## src/rtl/reg_wb_arbiter.sv

```systemverilog
// Round-robin writeback arbiter sharing the register bank's single write port among NREQ sources.
// Supports port locking for multi-register bursts; the winning beat is registered onto wrReg/rd/rdIn.
module reg_wb_arbiter #(
  parameter int unsigned NREQ   = 4,
  parameter int unsigned ADDR_W = 4,
  parameter int unsigned DATA_W = 32
) (
  input  logic                     clk,
  input  logic                     reset,
  input  logic                     wb_en,
  input  logic [NREQ-1:0]          req_valid,
  input  logic [NREQ-1:0]          req_lock,
  input  logic [NREQ*ADDR_W-1:0]   req_rd,
  input  logic [NREQ*DATA_W-1:0]   req_data,
  output logic [NREQ-1:0]          req_ready,
  output logic                     wrReg,
  output logic [ADDR_W-1:0]        rd,
  output logic [DATA_W-1:0]        rdIn,
  output logic [2:0]               grant_id,
  output logic [2**ADDR_W-1:0]     pend_mask
);

  localparam int unsigned PendW = 2**ADDR_W;

  typedef enum logic [0:0] {StArb, StLock} state_e;

  state_e              state_q, state_d;
  logic [2:0]          rr_ptr_q, rr_ptr_d;
  logic [2:0]          lock_id_q, lock_id_d;
  logic                wr_q, wr_d;
  logic [ADDR_W-1:0]   rd_q, rd_d;
  logic [DATA_W-1:0]   data_q, data_d;
  logic [2:0]          gid_q, gid_d;

  logic                grant_vld;
  logic [2:0]          grant_idx;
  logic [3:0]          scan_idx;
  logic [7:0]          valid_ext;
  logic [7:0]          lock_ext;
  logic [ADDR_W-1:0]   sel_rd;
  logic [DATA_W-1:0]   sel_data;

  // Widened copies so a 3-bit index is always in range regardless of NREQ.
  assign valid_ext = 8'(req_valid);
  assign lock_ext  = 8'(req_lock);

  always_comb begin
    grant_vld = 1'b0;
    grant_idx = '0;
    scan_idx  = '0;
    if (wb_en && !reset) begin
      if (state_q == StLock) begin
        grant_vld = valid_ext[lock_id_q];
        grant_idx = lock_id_q;
      end else begin
        // Scan from the far end back to rr_ptr so the last hit is the first in RR order.
        for (int k = NREQ - 1; k >= 0; k--) begin
          scan_idx = {1'b0, rr_ptr_q} + 4'(k);
          if (scan_idx >= 4'(NREQ)) scan_idx = scan_idx - 4'(NREQ);
          if (valid_ext[scan_idx[2:0]]) begin
            grant_vld = 1'b1;
            grant_idx = scan_idx[2:0];
          end
        end
      end
    end
  end

  always_comb begin
    req_ready = '0;
    sel_rd    = '0;
    sel_data  = '0;
    for (int k = 0; k < NREQ; k++) begin
      if (grant_idx == 3'(k)) begin
        req_ready[k] = grant_vld;
        sel_rd       = req_rd[k*ADDR_W +: ADDR_W];
        sel_data     = req_data[k*DATA_W +: DATA_W];
      end
    end
  end

  always_comb begin
    state_d   = state_q;
    rr_ptr_d  = rr_ptr_q;
    lock_id_d = lock_id_q;
    wr_d      = 1'b0;
    rd_d      = rd_q;
    data_d    = data_q;
    gid_d     = gid_q;
    if (grant_vld) begin
      rr_ptr_d = (grant_idx == 3'(NREQ - 1)) ? 3'd0 : grant_idx + 3'd1;
      gid_d    = grant_idx;
      rd_d     = sel_rd;
      data_d   = sel_data;
      // R0 is hardwired: the beat is consumed but never written.
      wr_d     = (sel_rd != '0);
      if (lock_ext[grant_idx]) begin
        state_d   = StLock;
        lock_id_d = grant_idx;
      end else begin
        state_d   = StArb;
      end
    end
  end

  always_ff @(posedge clk or posedge reset) begin
    if (reset) begin
      state_q   <= StArb;
      rr_ptr_q  <= '0;
      lock_id_q <= '0;
      wr_q      <= 1'b0;
      rd_q      <= '0;
      data_q    <= '0;
      gid_q     <= '0;
    end else begin
      state_q   <= state_d;
      rr_ptr_q  <= rr_ptr_d;
      lock_id_q <= lock_id_d;
      wr_q      <= wr_d;
      rd_q      <= rd_d;
      data_q    <= data_d;
      gid_q     <= gid_d;
    end
  end

  assign wrReg     = wr_q;
  assign rd        = rd_q;
  assign rdIn      = data_q;
  assign grant_id  = gid_q;
  assign pend_mask = wr_q ? (PendW'(1) << rd_q) : '0;

endmodule

```

## config.mk

```make
export PLATFORM = sky130hd
export DESIGN_NAME = reg_wb_arbiter
export DESIGN_NICKNAME = d
export VERILOG_FILES = /design/src/rtl/reg_wb_arbiter.sv
export SDC_FILE = /design/constraint.sdc
export NUM_CORES = 1
export LEC_CHECK = 0
export CELL_PAD_IN_SITES_DETAIL_PLACEMENT = 0
export CELL_PAD_IN_SITES_GLOBAL_PLACEMENT = 2
export CORE_MARGIN = 2
export CORE_UTILIZATION = 20
export CTS_BUF_LIST = sky130_fd_sc_hd__clkbuf_8
export DETAILED_ROUTE_END_ITERATION = 10
export PLACE_DENSITY_LB_ADDON = 0.1
export SLEW_MARGIN = 0
export SYNTH_ARGS = -nofsm -noshare
export SYNTH_HDL_FRONTEND = slang
export SYNTH_SLANG_ARGS = --single-unit
```

## constraint.sdc

```tcl
create_clock -name clk -period 5.1 [get_ports clk]
set_input_delay 0.51 -clock clk [delete_from_list [all_inputs] [get_ports clk]]
set_output_delay 0.51 -clock clk [all_outputs]
set_load 0.01 [all_outputs]
```

==> results of run 1 <==
layout make-up:
cell class                 count  area (sq um)  share of cell area [%]
clock buffer                   5          68.8                    1.20
clock inverter                 3          20.0                   0.350
inverter                       8          30.0                   0.525
multi-input combinational    283          1930                    33.8
sequential                    47          1180                    20.6
tap                          216           270                    4.73
timing repair buffer         224          2220                    38.8
per-stage QoR:
stage / instance area [sq um] / std cells
finish: 5720 / 786
global route: 5720 / 786
CTS: 5720 / 786
detailed placement: 5630 / 778
global placement: 5630 / 778
floorplan: 3280 / 371
registers in the layout, indices dropped and copies added, names as in the netlist:
name	cells
state_q	1
rd	4
lock_id_q	3
grant_id	3
wrReg	1
rr_ptr_q	3
rdIn	32
metal layers:
layer | vias to the layer above | global-route usage, % | share of wire, %
met3 | 12 | 5.42 | 7.9
met4 | 0 | 4.35 | 1.5
met2 | 158 | 26.3 | 46
met5 | - | 0 | 0
met1 | 1766 | 21.7 | 45
li1 | 1820 | - | -
final timing paths:
kind                                end  slack (ns)  cells past startpoint
hold / removal              grant_id[0]        0.50                      2
max in group asynchronous      rdIn[23]        3.90                      3
min in group asynchronous   rr_ptr_q[2]        0.75                      3
hold reg to reg             grant_id[0]        0.50                      2
setup reg to reg                  wrReg        0.71                     13
setup / recovery           req_ready[3]        0.58                     11
cells in the mapped netlist, drive strengths merged (4+ instances only):
cell type,instances,area (sq um)
dfrtp,47,1180
a22oi,4,30.0
buf,16,109
a21oi,28,140
nand2,12,45.0
o22ai,23,144
mux2i,4,40.0
inv,8,30.0
o21ai,33,165
nand3,4,20.0
clkbuf,17,63.8
and2,7,43.8
nand2b,6,37.5
a221oi,11,140
nor2,60,230
nor3,13,65.1
a221o,37,370
ha,4,50.1
cell families (layout without fill, tap and decap cells):
logic type               after synthesis  in the layout  share of synthesized area [%]
AO/OA/AOI/OAI                        154            154                           35.4
buffers and inverters                 41            240                           6.19
multiplexers                           9              9                           4.09
flip-flops                            47             47                           35.9
adder cells (fa/ha/maj)                4              4                           1.53
AND/OR/NAND/NOR                      116            116                           16.9
power breakdown:
part           leakage [nW]  switching, mW  internal, mW  total, mW
Combinational          1.54          0.766         0.811       1.58
Clock                0.0402          0.154        0.0960      0.250
Sequential            0.566          0.151         0.538      0.688
tightest hold or removal path: cells and delay by family, from the launching register on:
family | cells | cell delay [ns]
flops | 1 | 0.36
simple gates | 2 | 0.12
==> results.yml, run 1 <==
cells_and_area:
  drive_above_1_share_pct: 7.37
  fillers: 1671
  layout_common_cells: "clkdlybuf4s50_1, nor2_1, dfrtp_1"
  syn2layout_area_growth_pct: 74.5
  final_common_cell: "clkdlybuf4s50_1"
  post-route-util_pct: 35.9
  fin_nets: 728
  antennaDiodeCount: 0
yosys:
  synth_edf_count: 0
  synth_cell_types: 51
  netlist_area_sq_um: 3280
  yosysWarnings: 0
  async_flop_share_pct: 100
  ys.flop_type: "dfrtp_1"
  synth_seq_cells: 47
  seq_area_frac_synth_pct: 35.9
  avgSynthCellArea_sq_um: 8.83
  syn_nets: 530
  synth_cells: 371
cts:
  root_buffer: "clkbuf_8"
  worstSkewPairLatency_ns: 0.33
  cts.sinks: 47
  cts.htree.levels: 2
  cts-resized-gates: 0
  numCtsBuffers: 5
  post-cts-setup-buffer-count: 0
  tritoncts: "yes"
  path_clk_slew_ns: 0.10
  cts_hold_buf: 0
  clockBufferDepth: 2
timing:
  max_freq_mhz: 221
  worst_slew_pin_slew_ns: 0.901
  final.min_clock_period_ns: 4.52
  slew_headroom_pct: 40.0
  final_max_slew_viol_count: 0
  finClkSkew_ns: 0.00563
  hold_viol: 0
  whs_ns: 0.499
  setup_viol: 0
  rsz0062_at_grt: "no"
  setup_ws_ns: 0.581
  fin_tns_setup_ns: 0
  finalCritPeriodShare_pct: 88.6
setup_path:
  crit_path_end_kind: "output pin"
  r2r_start: "rr_ptr_q[0]"
  cp_slowest_cell: "dfrtp_1"
  critPathLaunchType: "register"
  critPathLaunch: "rr_ptr_q[0]"
  path_max_fanout: 14
  max_stage_delay_ns: 0.66
  cp_cell_sequence: "inv_1, ha_1, mux2i_1, a2111oi_0, a21oi_1, o221a_4, nor2_2, nand2_1, nor2_2, buf_4, clkdlybuf4s50_1"
  crit_family: "buffers and inverters"
  crit_top_cell: "nor2_2"
  cp.required_ns: 4.59
  critPathBufInv: 3
  crit_type: "register to output pin"
  arrival_ns: 4.01
detailed_routing:
  drt_wl_total_mm: 14.5
  drcViolationCount: 0
  drt-vias-per-instance: 4.78
  firstDrtPassIters: 4
  routedWlPerCell_um: 18.5
  drt-initial-drc-count: 163
  postRouteAntennaNets: 0
  dr_total_vias: 3756
floorplan:
  num_rows: 46
  fp.dieW_um: 132
  die_height_um: 132
  io_pins: 215
  coreArea_sq_um: 15900
  die-area_sq_um: 17400
  initial_core_util_pct: 20.6
pwr:
  p_leak_nw: 2.15
  power.density_nw_per_um2: 440
  irDropWorstVdd_uv: 170
  power_mw: 2.52
grt:
  track_usage_pct: 16.6
  grt_pass1_vias: 3832
  grt_max_degree: 49
  grt_pass1_wl_mm: 22.4
  grt-ovfl-total: 0
  antenna_found_initial: 0
job:
  maxCapViolCount: 0
placement:
  numPortBuffers: 214
  place_congestion: 0.800
  dp_slack_ns: 0.717
  hpwl_mm: 10.7
worst_hold_path:
  hp-start: "grant_id[0]"
  hp-class: "register to register"
outcome:
  status: "finished, final reports clean"
No activity file was read; power rests on OpenSTA's default activity.
==> run 2, diff against run 1 <==
CORE_MARGIN = default   (was 2)
==> run 2 against run 1 <==
  * Sequential cell count did not move
  * Clock-buffer cell count grew 1
  * Setup slack better by 0.058 ns
  * Sequential share of layout area fell by 0.15 points
  * Clock skew increased by 0.0046 ns
  * Clock power grew 22%
  * Utilization up 0.26 points
  * Via count rose by 0.72%
  * Global-route usage is 0.73 points higher
  * Total power rose by 2.1%
  * Register-to-register slack gained 0.15 ns
  * Largest cell class unchanged
  * Largest power group unchanged
==> results.yml, run 2 (synthesis results as in run 1) <==
cts:
  path_clk_slew_ns: 0.10
  cts.htree.levels: 2
  clockBufferDepth: 2
  tritoncts: "yes"
  post-cts-setup-buffer-count: 0
  root_buffer: "clkbuf_8"
  cts_hold_buf: 0
  numCtsBuffers: 5
  cts-resized-gates: 0
  cts.sinks: 47
  worstSkewPairLatency_ns: 0.33
timing:
  final_max_slew_viol_count: 0
  slew_headroom_pct: 40.5
  worst_slew_pin_slew_ns: 0.892
  hold_viol: 0
  fin_tns_setup_ns: 0
  final.min_clock_period_ns: 4.46
  setup_viol: 0
  finalCritPeriodShare_pct: 87.5
  finClkSkew_ns: 0.0102
  max_freq_mhz: 224
  rsz0062_at_grt: "no"
  whs_ns: 0.508
setup_path:
  cp_slowest_cell: "dfrtp_1"
  arrival_ns: 3.95
  path_max_fanout: 14
  crit_path_end_kind: "output pin"
  critPathLaunchType: "register"
  reg2reg_depth: 13
  cp_cell_sequence: "inv_1, ha_1, mux2i_1, a2111oi_0, a21oi_1, o221a_4, nor2_2, nand2_1, nor2_2, buf_4, clkdlybuf4s50_1"
  cp.required_ns: 4.59
  max_stage_delay_ns: 0.64
  crit_top_cell: "nor2_2"
  crit_type: "register to output pin"
detailed_routing:
  routedWlPerCell_um: 18.4
  drcViolationCount: 0
  dr_total_vias: 3783
  firstDrtPassIters: 4
  drt-vias-per-instance: 4.81
  drt_wl_total_mm: 14.5
  postRouteAntennaNets: 0
  drt-initial-drc-count: 196
cells_and_area:
  drive_above_1_share_pct: 7.37
  layout_common_cells: "clkdlybuf4s50_1, nor2_1, dfrtp_1"
  largest_reg_flops: 32
  syn2layout_area_growth_pct: 75.7
  fin_nets: 728
  antennaDiodeCount: 0
  final_common_cell: "clkdlybuf4s50_1"
  design_area_sq_um: 5760
  fillers: 1640
floorplan:
  io_pins: 215
  die_height_um: 130
  coreArea_sq_um: 15900
  die-area_sq_um: 16900
  num_rows: 46
  initial_core_util_pct: 20.6
  fp.dieW_um: 130
grt:
  grt_pass1_wl_mm: 21.8
  track_usage_pct: 17.3
  grt_pass1_vias: 3884
  grt-ovfl-total: 0
  grt_max_degree: 48
  antenna_found_initial: 2
pwr:
  irDropWorstVdd_uv: 188
  p_leak_nw: 2.17
  power.density_nw_per_um2: 446
job:
  maxCapViolCount: 0
worst_hold_path:
  whs_path_depth: 1
  hp-class: "register to register"
outcome:
  status: "finished, final reports clean"
placement:
  hpwl_mm: 10.7
  place_area_sq_um: 5640
  numPortBuffers: 214
  place_congestion: 0.789
-- run 2: changes by cell type in the layout (fill, tap and decap cells not counted), sizes merged --
cell / before / now
bufinv: 0 / 1
clkinvlp: 2 / 0
clkbuf: 5 / 6
-- run 2: critical path: cells and delay by family (launching register included) --
| family | cells | cell delay, ns |
|---|---|---|
| compound gates | 3 | 0.81 |
| fa+ha+maj | 1 | 0.43 |
| buf+inv | 3 | 0.97 |
| flops | 1 | 0.64 |
| mux | 1 | 0.18 |
| simple gates | 3 | 0.61 |
-- run 2: area by class of cell --
class	instances	area [sq um]	share of cell area [%]
Clock buffer	6	82.6	1.43
Clock inverter	2	35.0	0.608
Inverter	8	30.0	0.522
Multi-Input combinational cell	283	1930	33.6
Sequential cell	47	1180	20.4
Tap cell	216	270	4.69
Timing Repair Buffer	224	2230	38.7
-- run 2: final timing paths --
path | startpoint | to | slack [ns]
worst min-delay path | grant_id[2] | grant_id[2] | 0.51
max in group asynchronous | reset | rdIn[25] | 3.89
min in group asynchronous | reset | rr_ptr_q[2] | 0.76
worst min register to register | grant_id[2] | grant_id[2] | 0.51
worst max register to register | rr_ptr_q[0] | wrReg | 0.86
worst max-delay path | rr_ptr_q[0] | req_ready[3] | 0.64
-- run 2: metrics by stage --
step | utilization, % | instances | power [mW] | setup slack, ns
CTS | 36.1 | 786 | 2.61 | 0.580
finish | 36.1 | 786 | 2.57 | 0.639
detailed placement | 35.4 | 778 | 2.28 | 0.804
global placement | 35.4 | 778 | 2.28 | 0.925
floorplan | - | 371 | 1.61 | 1.45
global route | 36.1 | 786 | 2.78 | 0.260
-- run 2: per-layer routing --
metal  track usage, %  vias to the layer above  part of all wire [%]
met5                0                        -                  0.18
li1                 -                     1820                     -
met1             21.7                     1783                    44
met4             4.38                        4                   1.2
met3             5.90                       15                   8.3
met2             28.5                      161                    47
-- run 2: report_power, final --
part | leakage, nW | switching, mW | internal, mW
clock network | 0.0612 | 0.147 | 0.159
logic | 1.54 | 0.755 | 0.816
registers | 0.566 | 0.153 | 0.538
